## src/rtl/nibble_serial_add_ctrl_if.sv

```systemverilog
// Operand/result handshake bundle for nibble_serial_add_ctrl.
// The slave modport is the controller; the master modport is the requester/consumer.
interface nibble_serial_add_ctrl_if #(
  parameter int unsigned WIDTH = 32
);
  logic             i_valid;
  logic             o_ready;
  logic [WIDTH-1:0] i_a;
  logic [WIDTH-1:0] i_b;
  logic             i_sub;
  logic             o_valid;
  logic             i_ready;
  logic [WIDTH-1:0] o_result;
  logic             o_carry;
  logic             o_ovf;
  logic             o_zero;

  modport slave (
    input  i_valid, i_a, i_b, i_sub, i_ready,
    output o_ready, o_valid, o_result, o_carry, o_ovf, o_zero
  );

  modport master (
    output i_valid, i_a, i_b, i_sub, i_ready,
    input  o_ready, o_valid, o_result, o_carry, o_ovf, o_zero
  );
endinterface

```

## src/rtl/nibble_serial_add_ctrl.sv

```systemverilog
// WIDTH-bit add/subtract computed one nibble per cycle through a single 4-bit CLA.
// Optional overflow/zero flags are enabled by defining NIBBLE_SERIAL_FLAGS_EN.
module nibble_serial_add_ctrl #(
  parameter int unsigned WIDTH = 32
) (
  input  logic                     clk,
  input  logic                     rst_n,
  nibble_serial_add_ctrl_if.slave  bus
);

  localparam int unsigned NIB   = WIDTH / 4;
  localparam int unsigned CNT_W = (NIB > 1) ? $clog2(NIB) : 1;

  typedef enum logic [1:0] {IDLE, RUN, DONE} state_e;

  state_e             state_q, state_d;
  logic [WIDTH-1:0]   a_q, a_d;
  logic [WIDTH-1:0]   b_q, b_d;
  logic               cy_q, cy_d;
  logic [CNT_W-1:0]   cnt_q, cnt_d;
  logic [WIDTH-1:0]   result_q, result_d;
  logic               carry_q, carry_d;
  logic               valid_q, valid_d;
  logic               ready_q, ready_d;
  logic               ovf_q, ovf_d;
  logic               zero_q, zero_d;

  logic [3:0] nib_a, nib_b, nib_g, nib_p, nib_c, nib_sum;
  logic       nib_cout;
  logic       last_step;

  // 4-bit carry-lookahead adder on the low nibble of the shifting operand registers.
  always_comb begin
    nib_a    = a_q[3:0];
    nib_b    = b_q[3:0];
    nib_g    = nib_a & nib_b;
    nib_p    = nib_a ^ nib_b;
    nib_c[0] = cy_q;
    nib_c[1] = nib_g[0] | (nib_p[0] & cy_q);
    nib_c[2] = nib_g[1] | (nib_p[1] & nib_g[0]) | (nib_p[1] & nib_p[0] & cy_q);
    nib_c[3] = nib_g[2] | (nib_p[2] & nib_g[1]) | (nib_p[2] & nib_p[1] & nib_g[0])
             | (nib_p[2] & nib_p[1] & nib_p[0] & cy_q);
    nib_cout = nib_g[3] | (nib_p[3] & nib_g[2]) | (nib_p[3] & nib_p[2] & nib_g[1])
             | (nib_p[3] & nib_p[2] & nib_p[1] & nib_g[0])
             | (nib_p[3] & nib_p[2] & nib_p[1] & nib_p[0] & cy_q);
    nib_sum  = nib_p ^ nib_c;
  end

  assign last_step = (cnt_q == CNT_W'(NIB - 1));

`ifdef NIBBLE_SERIAL_FLAGS_EN
  logic nz_q, nz_d;
`endif

  always_comb begin
    state_d  = state_q;
    a_d      = a_q;
    b_d      = b_q;
    cy_d     = cy_q;
    cnt_d    = cnt_q;
    result_d = result_q;
    carry_d  = carry_q;
    valid_d  = valid_q;
    ovf_d    = ovf_q;
    zero_d   = zero_q;
`ifdef NIBBLE_SERIAL_FLAGS_EN
    nz_d     = nz_q;
`endif
    case (state_q)
      IDLE: begin
        if (bus.i_valid && ready_q) begin
          a_d     = bus.i_a;
          b_d     = bus.i_b ^ {WIDTH{bus.i_sub}};
          cy_d    = bus.i_sub;
          cnt_d   = '0;
          state_d = RUN;
`ifdef NIBBLE_SERIAL_FLAGS_EN
          nz_d    = 1'b0;
`endif
        end
      end
      RUN: begin
        result_d[{cnt_q, 2'b00} +: 4] = nib_sum;
        // Operands shift down so the next nibble is always at [3:0].
        a_d  = a_q >> 4;
        b_d  = b_q >> 4;
        cy_d = nib_cout;
`ifdef NIBBLE_SERIAL_FLAGS_EN
        nz_d = nz_q | (|nib_sum);
`endif
        if (last_step) begin
          cnt_d   = '0;
          state_d = DONE;
          valid_d = 1'b1;
          carry_d = nib_cout;
`ifdef NIBBLE_SERIAL_FLAGS_EN
          // On the last step nibble bit 3 is the operand sign bit.
          ovf_d  = (nib_a[3] == nib_b[3]) && (nib_sum[3] != nib_a[3]);
          zero_d = ~(nz_q | (|nib_sum));
`endif
        end else begin
          cnt_d = cnt_q + CNT_W'(1);
        end
      end
      DONE: begin
        if (bus.i_ready) begin
          state_d = IDLE;
          valid_d = 1'b0;
        end
      end
      default: state_d = IDLE;
    endcase
    ready_d = (state_d == IDLE);
  end

  always_ff @(posedge clk or negedge rst_n) begin
    if (!rst_n) begin
      state_q  <= IDLE;
      a_q      <= '0;
      b_q      <= '0;
      cy_q     <= 1'b0;
      cnt_q    <= '0;
      result_q <= '0;
      carry_q  <= 1'b0;
      valid_q  <= 1'b0;
      ready_q  <= 1'b1;
      ovf_q    <= 1'b0;
      zero_q   <= 1'b0;
    end else begin
      state_q  <= state_d;
      a_q      <= a_d;
      b_q      <= b_d;
      cy_q     <= cy_d;
      cnt_q    <= cnt_d;
      result_q <= result_d;
      carry_q  <= carry_d;
      valid_q  <= valid_d;
      ready_q  <= ready_d;
      ovf_q    <= ovf_d;
      zero_q   <= zero_d;
    end
  end

`ifdef NIBBLE_SERIAL_FLAGS_EN
  always_ff @(posedge clk or negedge rst_n) begin
    if (!rst_n) nz_q <= 1'b0;
    else        nz_q <= nz_d;
  end
`endif

  assign bus.o_ready  = ready_q;
  assign bus.o_valid  = valid_q;
  assign bus.o_result = result_q;
  assign bus.o_carry  = carry_q;
  assign bus.o_ovf    = ovf_q;
  assign bus.o_zero   = zero_q;

endmodule

```

## src/flat_wrapper.sv

```systemverilog
// flat-port wrapper written by rule: the top's interface ports become plain ports
module nibble_serial_add_ctrl_flat 
#(
  parameter int unsigned WIDTH = 32
)
  (clk, rst_n, bus_i_valid, bus_i_a, bus_i_b, bus_i_sub, bus_i_ready, bus_o_ready, bus_o_valid, bus_o_result, bus_o_carry, bus_o_ovf, bus_o_zero);
  nibble_serial_add_ctrl_if #(.WIDTH(WIDTH)) bus_i ();
  input  logic clk;
  input  logic rst_n;
  input wire logic [$bits(bus_i.i_valid)-1:0] bus_i_valid;
  input wire logic [$bits(bus_i.i_a)-1:0] bus_i_a;
  input wire logic [$bits(bus_i.i_b)-1:0] bus_i_b;
  input wire logic [$bits(bus_i.i_sub)-1:0] bus_i_sub;
  input wire logic [$bits(bus_i.i_ready)-1:0] bus_i_ready;
  output wire logic [$bits(bus_i.o_ready)-1:0] bus_o_ready;
  output wire logic [$bits(bus_i.o_valid)-1:0] bus_o_valid;
  output wire logic [$bits(bus_i.o_result)-1:0] bus_o_result;
  output wire logic [$bits(bus_i.o_carry)-1:0] bus_o_carry;
  output wire logic [$bits(bus_i.o_ovf)-1:0] bus_o_ovf;
  output wire logic [$bits(bus_i.o_zero)-1:0] bus_o_zero;
  assign bus_i.i_valid = bus_i_valid;
  assign bus_i.i_a = bus_i_a;
  assign bus_i.i_b = bus_i_b;
  assign bus_i.i_sub = bus_i_sub;
  assign bus_i.i_ready = bus_i_ready;
  assign bus_o_ready = bus_i.o_ready;
  assign bus_o_valid = bus_i.o_valid;
  assign bus_o_result = bus_i.o_result;
  assign bus_o_carry = bus_i.o_carry;
  assign bus_o_ovf = bus_i.o_ovf;
  assign bus_o_zero = bus_i.o_zero;
  nibble_serial_add_ctrl #(.WIDTH(WIDTH)) u_core (.clk(clk), .rst_n(rst_n), .bus(bus_i));
endmodule
```

## config.mk

```make
export PLATFORM = sky130hd
export DESIGN_NAME = nibble_serial_add_ctrl_flat
export DESIGN_NICKNAME = d
export VERILOG_FILES = /design/src/rtl/nibble_serial_add_ctrl_if.sv /design/src/rtl/nibble_serial_add_ctrl.sv /design/src/flat_wrapper.sv
export SDC_FILE = /design/constraint.sdc
export NUM_CORES = 1
export LEC_CHECK = 0
export CAP_MARGIN = 30
export CORE_ASPECT_RATIO = 0.7
export CORE_UTILIZATION = 35
export DETAILED_ROUTE_END_ITERATION = 10
export GPL_TIMING_DRIVEN = 0
export PLACE_DENSITY = 0.61
export SYNTH_ARGS = -nofsm -noshare
export SYNTH_HDL_FRONTEND = slang
export SYNTH_SLANG_ARGS = --single-unit
```

## constraint.sdc

```tcl
create_clock -name clk -period 2.43 [get_ports clk]
set_input_delay 0.486 -clock clk [delete_from_list [all_inputs] [get_ports clk]]
set_output_delay 0.486 -clock clk [all_outputs]
set_load 0.02 [all_outputs]
```

==> impl_metrics.yaml, run 1 <==
run_status:
  status: "complete, no violations"
floorplan:
  fp.dieArea_um2: 15190
  rows: 36
  io_pins: 106
  die_w_um: 146.9
  initial_utilization_pct: 36.37
  die_h_um: 103.4
  core_um2: 14140
layout:
  final_nets: 664
  fin_area_um2: 6766
  drive_gt1_share_pct: 11.34
  syn_to_final_growth_pct: 31.55
  antenna_cells: 0
  fin_cells: 781
  utilization_pct: 47.84
pwr:
  irDropWorstVdd_mv: 0.4610
  leakage_nw: 2.787
  power_mw: 8.316
  power-per-cell-area_nw_per_um2: 1229
clocking:
  clkSlewWorstSetupHoldPaths_ps: 70
  post_cts_buffers: 0
  cts.sink_count: 105
  numCtsBuffers: 9
  hold_buffers: 0
  cts_tree: "built"
  clk_latency_ps: 350
  htree_num_levels: 3
  root_buffer: "clkbuf_16"
  clockBufferDepth: 2
grt:
  first_global_vias: 4179
  grt_max_degree: 55
  overflow: 0
  grt_usage_pct: 18.73
  antenna_found_initial: 0
  grt_pass1_wl_um: 21940
sta:
  finalCritPeriodShare_pct: 94.44
  hold_violations: 0
  rsz0062_at_grt: "no"
  finalClockSkew_ps: 4.455
  slew_violations: 0
  period_minus_slack_ps: 2295
  max_freq_mhz: 435.7
  fin_hold_ws_ps: 179.5
  setup_violations: 0
  relSlewSlack_pct: 43.27
  finalSetupTns_ps: 0
  worst_pin_slew_ps: 844.9
  setup_ws_ps: 135.0
logic_synthesis:
  syn_avg_cell_area_um2: 10.92
  synth_area_um2: 5144
  synth_ff_type: "dfrtp_1"
  yosysWarnings: 0
  synth_top_family_by_area: "compound AO/OA/AOI/OAI gates"
  synthDistinctLibCells: 38
  async_flop_share_pct: 100.0
  synth-xor-area-share_pct: 5.789
  synthSimpleGateAreaFrac_pct: 4.743
  synthAdderAreaFrac_pct: 2.335
  ys_seq_elements: 105
  synth.area.top_cells: "dfrtp_1 (51%), a22oi_1 (16%), mux2_2 (7.2%)"
  synth_most_common_cell: "a22oi_1"
  synthMuxAreaShare_pct: 7.225
  synth_seq_area_share_pct: 51.11
  synth_compound_area_share_pct: 24.81
  yosys.area.top_type_share_pct: 50.60
  yosysTopAreaCell: "dfrtp_1"
  synth_common_cells: "a22oi_1 (112), dfrtp_1 (104), o21ai_0 (65)"
  synth_edf_count: 0
  netlist_instances: 471
setup_path:
  rr_worst_depth: 7
  r2r-start: "u_core.cnt_q[0]"
  crit_path_frequent_cell: "ha_1"
  r2r_slack_ps: 130
  critPathCaptureType: "register"
  startpoint_type: "register"
  crit_arrival_ps: 2530
  cp_data_required_time_ps: 2660
  r2r-end: "u_core.bus.o_result[31]"
  cpPeakStageDelay_ps: 500
  path_class: "register to register"
  cp_max_fo: 8
  critical_path.cell_chain: "inv_1 -> ha_1 -> ha_1 -> nand2b_4 -> or4_1 -> buf_2 -> mux2_2"
  crit_path_top_delay_cell: "dfrtp_1"
detailed_routing:
  ant_nets: 0
  drc: 0
  wirelength_um: 13510
  wl_per_cell_um: 17.30
  vias: 4278
  drtIter0Drc: 326
  dr.pass1.iters: 5
  via_per_inst: 5.478
flow_run:
  drv_cap: 0
placement:
  port-buffer-count: 102
  place_area_um2: 6431
  dp_cells: 765
  place_hpwl_um: 9816
  gp_congestion: 0.7745
  dpl_worst_slack_ps: -186.7
min_path:
  hold_path_class: "input pin to async pin"
timing repair:
item	CTS	global route
hold endpoints to repair	0	0
gates resized for setup	0	3
setup endpoints to repair	0	8
cell type report:
class,count,area [µm²]
clock buffer,10,239.0
fill,1318,7377
timing repair buffer,103,1046
multi-input combinational,320,2323
inverter,5,18.77
buffer,42,183.9
sequential,105,2629
tap,190,237.7
clock inverter,6,88.84
worst max-delay path by stage:
stage / start / endpoint / slack (ps) / cells past startpoint
final: u_core.cnt_q[0] / u_core.bus.o_result[31] / 130 / 7
after global routing: u_core.cnt_q[0] / u_core.bus.o_result[29] / 20 / 7
after floorplan: u_core.cnt_q[0] / u_core.bus.o_result[0] / 320 / 6
after CTS: u_core.cnt_q[0] / u_core.bus.o_result[3] / 60 / 6
after detailed placement: bus_i_valid / u_core.b_q[21] / -190 / 7
after global placement: rst_n / u_core.a_q[16] / -3080 / 1
power by group:
part | switching (mW) | internal, mW | total [mW]
sequential | 0.532 | 2.43 | 2.96
clock | 0.651 | 0.933 | 1.58
combinational | 2.12 | 1.65 | 3.77
cell usage in the layout, fill, tap and decap left out, types with 3 or more instances in the layout:
cell             Yosys  layout
ha_1                 8       8
nand3_1              8       8
a22oi_1            112     112
nor2_1              12      12
clkbuf_1            30      29
mux2_2              33      33
buf_1                3       3
buf_2                5       5
clkbuf_16            0       9
buf_4                3       4
xor2_1              29      29
inv_1                5       5
dfrtp_1            104     104
a21oi_1              6       6
nand2_1             16      16
clkdlybuf4s50_1      0     101
o21ai_0             65      65
xnor2_1              5       5
kinds of logic (layout without fill, tap and decap cells):
group / count (synthesis) / count (layout)
AND/OR/NAND/NOR: 49 / 49
other: 1 / 2
buffers and inverters: 47 / 166
multiplexers: 33 / 33
XOR/XNOR: 34 / 34
AO/OA/AOI/OAI: 193 / 193
adder cells (fa/ha/maj): 9 / 9
flip-flops: 105 / 105
sequential cells by signal (all words and copies together), names as in the netlist:
signal               flops
u_core.cy_q              1
u_core.a_q              32
u_core.b_q              32
u_core.cnt_q             3
u_core.state_q           2
u_core.bus.o_carry       1
u_core.bus.o_result     32
u_core.bus.o_valid       1
u_core.bus.o_ready       1
routing by layer:
layer / track usage [%] / routed length [µm]
met1: 26.63 / 6713
met2: 29.09 / 5959
met3: 4.342 / 706
met4: 4.520 / 129
met5: 0 / 0
worst max-delay path, delay by kind of cell, from the launching register on:
family                   cells  cell delay [ps]
AND/OR/NAND/NOR              2              600
adder cells (fa/ha/maj)      2              550
flip-flops                   1              500
buffers and inverters        2              270
multiplexers                 1              270
(Power assumes the default switching activity.)
==> inputs of run 2 (changes only) <==
CORE_UTILIZATION = 50   (was 35)
PLACE_DENSITY = 0.81   (was 0.61)
==> impl_metrics.yaml, run 2 (synthesis gave the netlist of run 1 again) <==
clocking:
  clkSlewWorstSetupHoldPaths_ps: 70
  post_cts_buffers: 0
  cts_tree: "built"
  clk_latency_ps: 350
  root_buffer: "clkbuf_16"
  hold_buffers: 0
  numCtsBuffers: 9
  htree_num_levels: 3
  cts.sink_count: 105
  clockBufferDepth: 2
  cts-resized-gates: 0
min_path:
  hold_path_class: "input pin to async pin"
floorplan:
  rows: 30
  fp.dieArea_um2: 10700
  core_um2: 9834
  initial_utilization_pct: 52.30
  die_w_um: 123.2
  io_pins: 106
  die_h_um: 86.86
sta:
  relSlewSlack_pct: 44.69
  rsz0062_at_grt: "no"
  worst_pin_slew_ps: 823.8
  max_freq_mhz: 442.0
  finalCritPeriodShare_pct: 93.10
  setup_violations: 0
  hold_violations: 0
  slew_violations: 0
  period_minus_slack_ps: 2262
  finalClockSkew_ps: 6.284
pwr:
  power-per-cell-area_nw_per_um2: 1243
  leakage_nw: 2.782
  power_mw: 8.304
  irDropWorstVdd_mv: 0.5618
  sw_frac_of_total_pct: 39.87
  p_sw_mw: 3.311
  seqPwrFrac_pct: 35.4
  p_int_mw: 4.993
  p_comb_share_pct: 45.6
  power.clock.fraction_pct: 18.9
setup_path:
  crit_arrival_ps: 2520
  critPathCaptureType: "register"
  cp_max_fo: 10
  startpoint_type: "input pin"
  cp_data_required_time_ps: 2690
  path_class: "input pin to register"
grt:
  grt_max_degree: 58
  antenna_found_initial: 0
  grt_pass1_wl_um: 20960
  first_global_vias: 4061
  grt_usage_pct: 25.76
  overflow: 0
placement:
  place_area_um2: 6354
  place_hpwl_um: 9377
  gp_congestion: 0.8355
  port-buffer-count: 102
layout:
  layout_commonest_cell: "a22oi_1"
  fin_area_um2: 6679
  nFillCells: 731
  antenna_cells: 0
  drive_gt1_share_pct: 11.00
  layout_common_cells: "a22oi_1 (112), dfrtp_1 (104), clkdlybuf4s50_1 (101), o21ai_0 (65), mux2_2 (33)"
  syn_to_final_growth_pct: 29.85
  final_nets: 664
run_status:
  status: "complete, no violations"
detailed_routing:
  drc: 0
  drtIter0Drc: 368
  vias: 4362
  ant_nets: 0
  wirelength_um: 13230
  via_per_inst: 6.067
  wl_per_cell_um: 18.40
  dr.pass1.iters: 6
flow_run:
  drv_cap: 0
-- run 2: cell types whose count changed in the layout (fill, tap and decap cells not counted), sizes merged --
cell | before | now
clkinvlp | 2 | 1
inv | 6 | 7
-- run 2: final cells by class --
type	instances	area (µm²)	share of cell area, %
well taps	128	160.2	2.398
inverters	5	18.77	0.2810
clock buffers	10	229.0	3.428
repair buffers	103	1046	15.66
clock inverters	6	90.09	1.349
plain buffers	42	182.7	2.735
flip-flops and latches	105	2629	39.36
multi-input cells	320	2323	34.79
-- run 2: per-layer routing --
layer,track usage (%),vias up,part of all wire [%]
met1,37.10,2137,45
met3,7.330,23,7.9
li1,-,1988,-
met5,0,-,0
met2,38.19,214,45
met4,6.791,0,1.5
-- run 2: path summary, 6_finish.rpt --
kind,from,endpoint,slack (ps),cells after the start
max in group asynchronous,rst_n,u_core.bus.o_ready,1550,2
hold / removal,rst_n,u_core.b_q[11],160,1
setup reg to reg,u_core.cnt_q[0],u_core.bus.o_result[29],170,7
min in group clk,u_core.a_q[30],u_core.a_q[30],490,2
hold reg to reg,u_core.a_q[30],u_core.a_q[30],490,2
setup / recovery,bus_i_valid,u_core.a_q[0],170,7
-- run 2: per-stage QoR --
| stage | TNS (ps) | util (%) | instances | hold WS (ps) | setup WS [ps] |
|---|---|---|---|---|---|
| 2_1_floorplan | 0 | - | 472 | 190.4 | 321.9 |
| 3_3_place_gp | -307680 | 64.35 | 702 | 474.2 | -2946 |
| 3_5_place_dp | -1969 | 64.61 | 703 | 478.9 | -115.5 |
| 4_1_cts | 0 | 67.85 | 719 | 175.8 | 26.23 |
| 5_1_grt | 0 | 67.91 | 719 | 202.5 | 22.37 |
| 6_report | 0 | 67.91 | 719 | 155.7 | 167.6 |
-- run 2: critical path, cell delays in order --
cell,delay (ps)
clkdlybuf4s50_1,500
nand2_1,140
nor2_1,150
clkbuf_1,450
clkbuf_1,460
a22oi_1,120
o21ai_0,220
-- run 2: power groups by stage --
stage               clock (mW)  combinational (mW)  sequential (mW)
floorplan                    0                2.07             3.15
global placement             0                3.58             2.92
detailed placement           0                3.76             2.95
CTS                       1.59                3.77             2.93
global route              1.66                4.12             3.02
finish                    1.57                3.79             2.94
==> inputs of run 3 (changes only) <==
CORE_MARGIN = 1.5   (was unset)
CORE_UTILIZATION = 40   (was 50)
PLACE_DENSITY = 0.68   (was 0.81)
==> impl_metrics.yaml, run 3 (synthesis gave the netlist of run 1 again) <==
grt:
  grt_usage_pct: 20.23
  grt_max_degree: 63
  grt_pass1_wl_um: 22000
  antenna_found_initial: 0
  overflow: 0
  first_global_vias: 4234
layout:
  register_area_um2: 2629
  nFillCells: 1075
  final_nets: 664
  layout_commonest_cell: "a22oi_1"
  drive_gt1_share_pct: 11.00
  syn_to_final_growth_pct: 30.28
  layout_common_cells: "a22oi_1 (112), dfrtp_1 (104), clkdlybuf4s50_1 (101), o21ai_0 (65), mux2_2 (33)"
  antenna_cells: 0
  multi_input_area_um2: 2323
clocking:
  cts.sink_count: 105
  hold_buffers: 0
  cts-resized-gates: 0
  htree_num_levels: 3
  post_cts_buffers: 0
  clk_latency_ps: 350
  clockBufferDepth: 2
  numCtsBuffers: 9
  cts_tree: "built"
  clkSlewWorstSetupHoldPaths_ps: 70
  root_buffer: "clkbuf_16"
floorplan:
  fp.dieArea_um2: 13560
  io_pins: 106
  initial_utilization_pct: 41.27
  rows: 34
  die_h_um: 97.88
  core_um2: 12460
  die_w_um: 138.5
sta:
  slew_violations: 0
  finalCritPeriodShare_pct: 95.42
  hold_violations: 0
  setup_violations: 0
  relSlewSlack_pct: 30.70
  fin_hold_ws_ps: 223.0
  rsz0062_at_grt: "no"
  period_minus_slack_ps: 2319
  finalClockSkew_ps: 5.795
  setup_ws_ps: 111.2
  max_freq_mhz: 431.3
  worst_pin_slew_ps: 1032
min_path:
  hold_path_class: "input pin to async pin"
setup_path:
  cp_max_fo: 8
  rr_worst_depth: 5
  crit_start: "u_core.a_q[1]"
  critPathCaptureType: "register"
  r2r-start: "u_core.a_q[1]"
  r2r-end: "u_core.bus.o_result[11]"
  path_class: "register to register"
  r2r_slack_ps: 110
  startpoint_type: "register"
  crit_arrival_ps: 2600
  cp_data_required_time_ps: 2710
  endpoint: "u_core.bus.o_result[11]"
detailed_routing:
  wl_per_cell_um: 17.94
  drtIter0Drc: 424
  ant_nets: 0
  dr.pass1.iters: 6
  wirelength_um: 13510
  vias: 4304
  via_per_inst: 5.716
  drc: 0
run_status:
  status: "complete, no violations"
placement:
  port-buffer-count: 102
  gp_congestion: 0.8177
  place_hpwl_um: 9712
  dpl_worst_slack_ps: -117.4
pwr:
  irDropWorstVdd_mv: 0.6042
  power-per-cell-area_nw_per_um2: 1226
  leakage_nw: 2.771
flow_run:
  drv_cap: 0
## run 3: cell types whose count changed in the layout (fill, tap and decap cells not counted), sizes merged
cell / change
clkinv: +1
bufinv: -1
clkbuf: +1
inv: -1
## run 3: report_power, final
part | internal (mW) | switching (mW)
Combinational | 1.65 | 2.12
Sequential | 2.43 | 0.522
Clock | 0.835 | 0.655
Total | 4.92 | 3.30
## run 3: final cells by class
type,instances,share of cell area [%]
multi-input cells,320,34.67
inverters,5,0.2801
well taps,162,3.025
repair buffers,103,15.50
plain buffers,42,2.726
clock inverters,5,0.9522
flip-flops and latches,105,39.23
clock buffers,11,3.622
## run 3: per-layer routing
metal	track usage [%]	part of all wire, %
met4	5.101	0.98
met2	31.34	46
met1	28.65	47
met5	0	0
met3	4.904	6.1
## run 3: how the worst min path moves through the flow
stage	to	slack [ps]	depth (start not counted)
after floorplan	u_core.a_q[0]	190	0
after global placement	u_core.a_q[29]	480	2
after detailed placement	u_core.a_q[29]	480	2
after CTS	u_core.cy_q	250	1
after global routing	u_core.a_q[6]	290	1
final	u_core.a_q[6]	220	1
## run 3: worst max-delay path, cell delays in order (launching register included)
cell and delay, ps:
dfrtp_1 410, ha_1 350, o21ai_0 160, o21ba_2 230, xnor2_1 800, mux2_2 300
## run 3: through the flow
| step | area, µm² | power, mW | utilization, % | cells | TNS (ps) |
|---|---|---|---|---|---|
| 2_1_floorplan | 5147 | 5.219 | - | 472 | 0 |
| 3_3_place_gp | 6371 | 6.557 | 51.11 | 736 | -321320 |
| 3_5_place_dp | 6389 | 6.740 | 51.25 | 737 | -2170 |
| 4_1_cts | 6695 | 8.236 | 53.71 | 753 | 0 |
| 5_1_grt | 6701 | 8.764 | 53.76 | 753 | 0 |
| 6_report | 6701 | 8.216 | 53.76 | 753 | 0 |
